File: src/rtl/serial_bus_arbiter.sv
// serial_bus_arbiter: round-robin owner of the bit-serial bus, routing the granted master to its target slave.
// Ports:
//   clk, rstn                  clock, synchronous active-low reset
//   m_req/m_sid/m_mode/...     per-master request, target slave ID and serial signals
//   m_grant                    one-hot grant to the current owner
//   m_rd_bus/m_slave_*         slave returns routed to the owner, 0 elsewhere
//   s_mode/s_wr_bus/s_master_* owner signals routed to the selected slave, 0 elsewhere
//   s_rd_bus/s_slave_*         slave returns
//   busy, timeout, decode_err  status: bus owned/releasing, grant revoked, sid out of range
module serial_bus_arbiter #(
    parameter int NUM_MASTERS   = 2,
    parameter int NUM_SLAVES    = 3,
    parameter int GRANT_TIMEOUT = 16,
    localparam int SID_W        = (NUM_SLAVES > 1) ? $clog2(NUM_SLAVES) : 1
) (
    input  logic                         clk,
    input  logic                         rstn,
    input  logic [NUM_MASTERS-1:0]       m_req,
    input  logic [NUM_MASTERS*SID_W-1:0] m_sid,
    input  logic [NUM_MASTERS-1:0]       m_mode,
    input  logic [NUM_MASTERS-1:0]       m_wr_bus,
    input  logic [NUM_MASTERS-1:0]       m_valid,
    input  logic [NUM_MASTERS-1:0]       m_ready,
    output logic [NUM_MASTERS-1:0]       m_grant,
    output logic [NUM_MASTERS-1:0]       m_rd_bus,
    output logic [NUM_MASTERS-1:0]       m_slave_ready,
    output logic [NUM_MASTERS-1:0]       m_slave_valid,
    output logic [NUM_SLAVES-1:0]        s_mode,
    output logic [NUM_SLAVES-1:0]        s_wr_bus,
    output logic [NUM_SLAVES-1:0]        s_master_valid,
    output logic [NUM_SLAVES-1:0]        s_master_ready,
    input  logic [NUM_SLAVES-1:0]        s_rd_bus,
    input  logic [NUM_SLAVES-1:0]        s_slave_ready,
    input  logic [NUM_SLAVES-1:0]        s_slave_valid,
    output logic                         busy,
    output logic                         timeout,
    output logic                         decode_err
);
    localparam int GW = (NUM_MASTERS > 1) ? $clog2(NUM_MASTERS) : 1;
    localparam int CW = $clog2(GRANT_TIMEOUT + 1);
    typedef enum logic [1:0] {IDLE, GRANT, BUSY, RELEASE} state_t;
    state_t           state_q, state_d;
    logic [GW-1:0]    g_q, g_d, rr_q, rr_d, pick, idx;
    logic [SID_W-1:0] sid_q, sid_d;
    logic [CW-1:0]    cnt_q, cnt_d;
    logic             timeout_q, timeout_d;
    logic             found, active, sid_ok, route;
    always_ff @(posedge clk) begin
        if (!rstn) begin
            state_q   <= IDLE;
            g_q       <= '0;
            rr_q      <= GW'(NUM_MASTERS - 1);
            sid_q     <= '0;
            cnt_q     <= '0;
            timeout_q <= 1'b0;
        end else begin
            state_q   <= state_d;
            g_q       <= g_d;
            rr_q      <= rr_d;
            sid_q     <= sid_d;
            cnt_q     <= cnt_d;
            timeout_q <= timeout_d;
        end
    end
    // First requester strictly after the last owner, wrapping around.
    always_comb begin
        found = 1'b0;
        pick  = rr_q;
        idx   = '0;
        for (int k = 1; k <= NUM_MASTERS; k++) begin
            idx = GW'((int'(rr_q) + k) % NUM_MASTERS);
            if (!found && m_req[idx]) begin
                found = 1'b1;
                pick  = idx;
            end
        end
    end
    // Request drop outranks valid, and valid outranks the timeout.
    always_comb begin
        state_d   = state_q;
        g_d       = g_q;
        rr_d      = rr_q;
        sid_d     = sid_q;
        cnt_d     = cnt_q;
        timeout_d = 1'b0;
        case (state_q)
            IDLE: if (found) begin
                state_d = GRANT;
                g_d     = pick;
                sid_d   = m_sid[pick*SID_W +: SID_W];
                cnt_d   = '0;
            end
            GRANT: begin
                cnt_d = cnt_q + 1'b1;
                if (!m_req[g_q]) state_d = RELEASE;
                else if (m_valid[g_q]) begin
                    state_d = BUSY;
                    cnt_d   = '0;
                end else if (cnt_q == CW'(GRANT_TIMEOUT - 1)) begin
                    state_d   = RELEASE;
                    timeout_d = 1'b1;
                end
            end
            BUSY: if (!m_req[g_q]) state_d = RELEASE;
            RELEASE: begin
                rr_d    = g_q;
                state_d = IDLE;
            end
            default: state_d = IDLE;
        endcase
    end
    // Routing is purely a function of registered owner/sid plus live lane signals.
    always_comb begin
        active         = (state_q == GRANT) || (state_q == BUSY);
        sid_ok         = int'(sid_q) < NUM_SLAVES;
        route          = active && sid_ok;
        m_grant        = active ? NUM_MASTERS'(1) << g_q : '0;
        s_mode         = route ? NUM_SLAVES'(m_mode[g_q]) << sid_q : '0;
        s_wr_bus       = route ? NUM_SLAVES'(m_wr_bus[g_q]) << sid_q : '0;
        s_master_valid = route ? NUM_SLAVES'(m_valid[g_q]) << sid_q : '0;
        s_master_ready = route ? NUM_SLAVES'(m_ready[g_q]) << sid_q : '0;
        m_rd_bus       = route ? NUM_MASTERS'(s_rd_bus[sid_q]) << g_q : '0;
        m_slave_ready  = route ? NUM_MASTERS'(s_slave_ready[sid_q]) << g_q : '0;
        m_slave_valid  = route ? NUM_MASTERS'(s_slave_valid[sid_q]) << g_q : '0;
        busy           = state_q != IDLE;
        timeout        = timeout_q;
        decode_err     = active && !sid_ok;
    end
endmodule
File: config.mk
export PLATFORM = sky130hd
export DESIGN_NAME = serial_bus_arbiter
export DESIGN_NICKNAME = d
export VERILOG_FILES = /design/src/rtl/serial_bus_arbiter.sv
export SDC_FILE = /design/constraint.sdc
export NUM_CORES = 1
export LEC_CHECK = 0
export CORE_MARGIN = 3
export CORE_UTILIZATION = 42
export DETAILED_ROUTE_END_ITERATION = 10
export PLACE_DENSITY = 0.9
export SYNTH_ARGS = -nofsm -noshare
export SYNTH_HDL_FRONTEND = slang
export SYNTH_SLANG_ARGS = --single-unit
File: constraint.sdc
create_clock -name clk -period 2.6 [get_ports clk]
set_clock_uncertainty 0.2 [all_clocks]
set_input_delay 0.26 -clock clk [delete_from_list [all_inputs] [get_ports clk]]
set_output_delay 0.26 -clock clk [all_outputs]
set_load 0.02 [all_outputs]
==> metrics <==
status=complete, no violations; max-capacitance violation count=0; RSZ-0062 raised after global routing=false; initial antenna violation count=0; dpl hpwl=roughly 2200 um; Area Overhead vs Synth=61.0%; register area share after synthesis=0.265; largest net degree at the start of global routing=14; vias in the first global route=about 1.0k; postcts setup bufs=0; final period utilization=0.966; critical path fanouts, max=4; IO Port Bufs=47; Leak=0.876 nW; Avg Cell Area, Syn=about 7.6 um^2; Synth Flop Type=dfxtp_1; gr ovfl total=0; TritonCTS buffer count=3; WP data arrival=2.05 ns; combinational share of power=0.669; Starting Density=0.453; most frequent cells in the layout=33 x nor2_1, 28 x clkdlybuf4s50_1, 15 x dlymetal6s2s_1, 12 x dfxtp_1, 11 x mux2i_1; core area=2000 um^2; Ant. Diodes=0; Power Total=between 1 and 1.5 mW; number of remaining DRC errors=0; Final Hold Fails=0; Cell Chain, Critical Path=inv_1 -> ha_1 -> or3b_2 -> nor2_1 -> dlygate4sd2_1; clock share of power=0.088; switch share=0.479; f_max=0.398 GHz; Vias=approximately 1.0k; Setup CP Type=reg2out; setup TNS=0 ns; CP Data Required Time=2.14 ns; CTS sink cnt=12; VDD IR max=706 uV; Synth top area share=0.265; DIE WIDTH=between 50 and 60 um; Sw Pwr=0.611 mW; final setup vio count=0; total track usage=0.206; DRT Wirelength=2850 um; synth top area cells=dfxtp_1 27%, nor2_1 14%, mux2i_1 12%; post-route ant nets=0; vias per cell=about 5.3; EDFF count, synth=0; Max H-tree Level=1; CTS clock-pin slew for the worst setup and hold paths=~0.08 ns; CTS Buffer Depth=2; commonest non-fill, non-tap cell in the layout=nor2_1; first-pass GRT wire length=approximately 4300 um; Routability Congestion=0.827; share of cells above drive strength 1=0.0479; startpoint types=register; Slew Viols, Final=0; Avg WL per Cell=around 15 um; actual slew at the worst max-slew pin=0.540 ns; Die Area=2750 um^2; drt pass-1 iters=4; Synth Instances=119; Unique masters post-synth=29; CP delay by family, top=simple AND/OR/NAND/NOR gates; fin util=0.729; largest incremental delay on the critical path=0.50 ns; TritonCTS clock tree=yes; FF+latch count, synth=12; biggest area consumer among synthesized cells=dfxtp_1; I/O Pins=48; Final WS setup=0.0884 ns; die height=52.4 um; syn nets=150; Flop pwr share=0.243; final net count=200; Max-slew headroom=0.640; post-synthesis async set-or-reset flop share=0; WHS=0.319 ns; P_int=0.664 mW; Worst Setup End Kind=output pin; CP bufs+invs=2; total of warnings raised by yosys=0; Mapped Area=~900 um^2; Placement Rows=16; worst skew pair latency=about 0.27 ns; PD cells=874 nW/um^2; slowest cell on the critical path=or3b_2; worst hold path class=reg2reg; pre-CTS setup slack=0.120 ns; DRT iter0 DRCs=17; Min Clock Period, post-route=~2.5 ns; Root Buffer=clkbuf_4
-- kinds of logic after synthesis --
logic type                 after synthesis  share of synthesized area
buffers and inverters                   11                     0.0497
AOI/OAI and AO/OA                       20                      0.149
muxes                                   12                      0.138
DFF                                     12                      0.265
and+or+nand+nor                         55                      0.286
xor gates and xnor gates                 3                     0.0290
adders and majority gates                6                     0.0829
-- layout make-up --
type | instances | area [um^2]
well taps | 27 | 33.8
flip-flops and latches | 12 | 240
clock buffers | 3 | 22.5
fillers | 153 | 543
repair buffers | 48 | 512
multi-input cells | 96 | 621
inverters | 8 | 30.0
-- worst min-delay path: stages (launching register included) --
cell	delay (ns)
dfxtp_1	0.35
mux2i_1	0.07
nand2_1	0.06
-- per-stage QoR --
stage / instances / cell area (um^2)
after floorplan: 119 / 906
after CTS: 194 / 1420
after global placement: 191 / 1400
after detailed placement: 191 / 1400
after global routing: 194 / 1460
final: 194 / 1460
-- metal layers --
layer,vias up,routed length (um),GRT usage
met5,-,0,0
met2,43,1560,0.370
met4,0,104,0.0851
li1,508,-,-
met1,464,1040,0.219
met3,11,139,0.0627
-- worst paths after layout --
kind	slack, ns	end	cells past startpoint	start
worst max-delay path	0.09	s_master_ready[0]	5	state_q[0]$_SDFFE_PN0P_
worst min-delay path	0.32	rr_q$_SDFFE_PN1N_	2	rr_q$_SDFFE_PN1N_
worst max register to register	0.58	state_q[0]$_SDFFE_PN0P_	4	g_q$_SDFFE_PN0P_
worst min register to register	0.32	rr_q$_SDFFE_PN1N_	2	rr_q$_SDFFE_PN1N_
-- synthesized netlist by cell type (all sizes together) (2+ instances only) --
cell type / count
a211oi: 4
a21o: 2
a21oi: 8
and3: 2
clkbuf: 2
dfxtp: 12
ha: 6
inv: 8
mux2i: 11
nand2: 7
nand3: 3
nand3b: 2
nor2: 33
nor3b: 2
o21ai: 2
o31ai: 2
xnor2: 3
-- sequential cells by signal (all words and copies together), names as in the netlist --
signal   cells
cnt_q        5
g_q          1
state_q      2
rr_q         1
timeout      1
sid_q        2
-- power by group through the flow --
stage	registers, mW	logic (mW)	clock network, mW
detailed placement	0.314	0.869	0
global placement	0.304	0.839	0
floorplan	0.264	0.574	0
CTS	0.309	0.857	0.112
finish	0.310	0.852	0.112
global route	0.321	0.924	0.126
-- repair_timing --
item,in CTS,in global routing
pin swaps,0,0
endpoints found under the setup margin,4,16
hold buffers,0,0
resized for setup,4,16
Note: power is estimated with default switching activity, not from simulation.
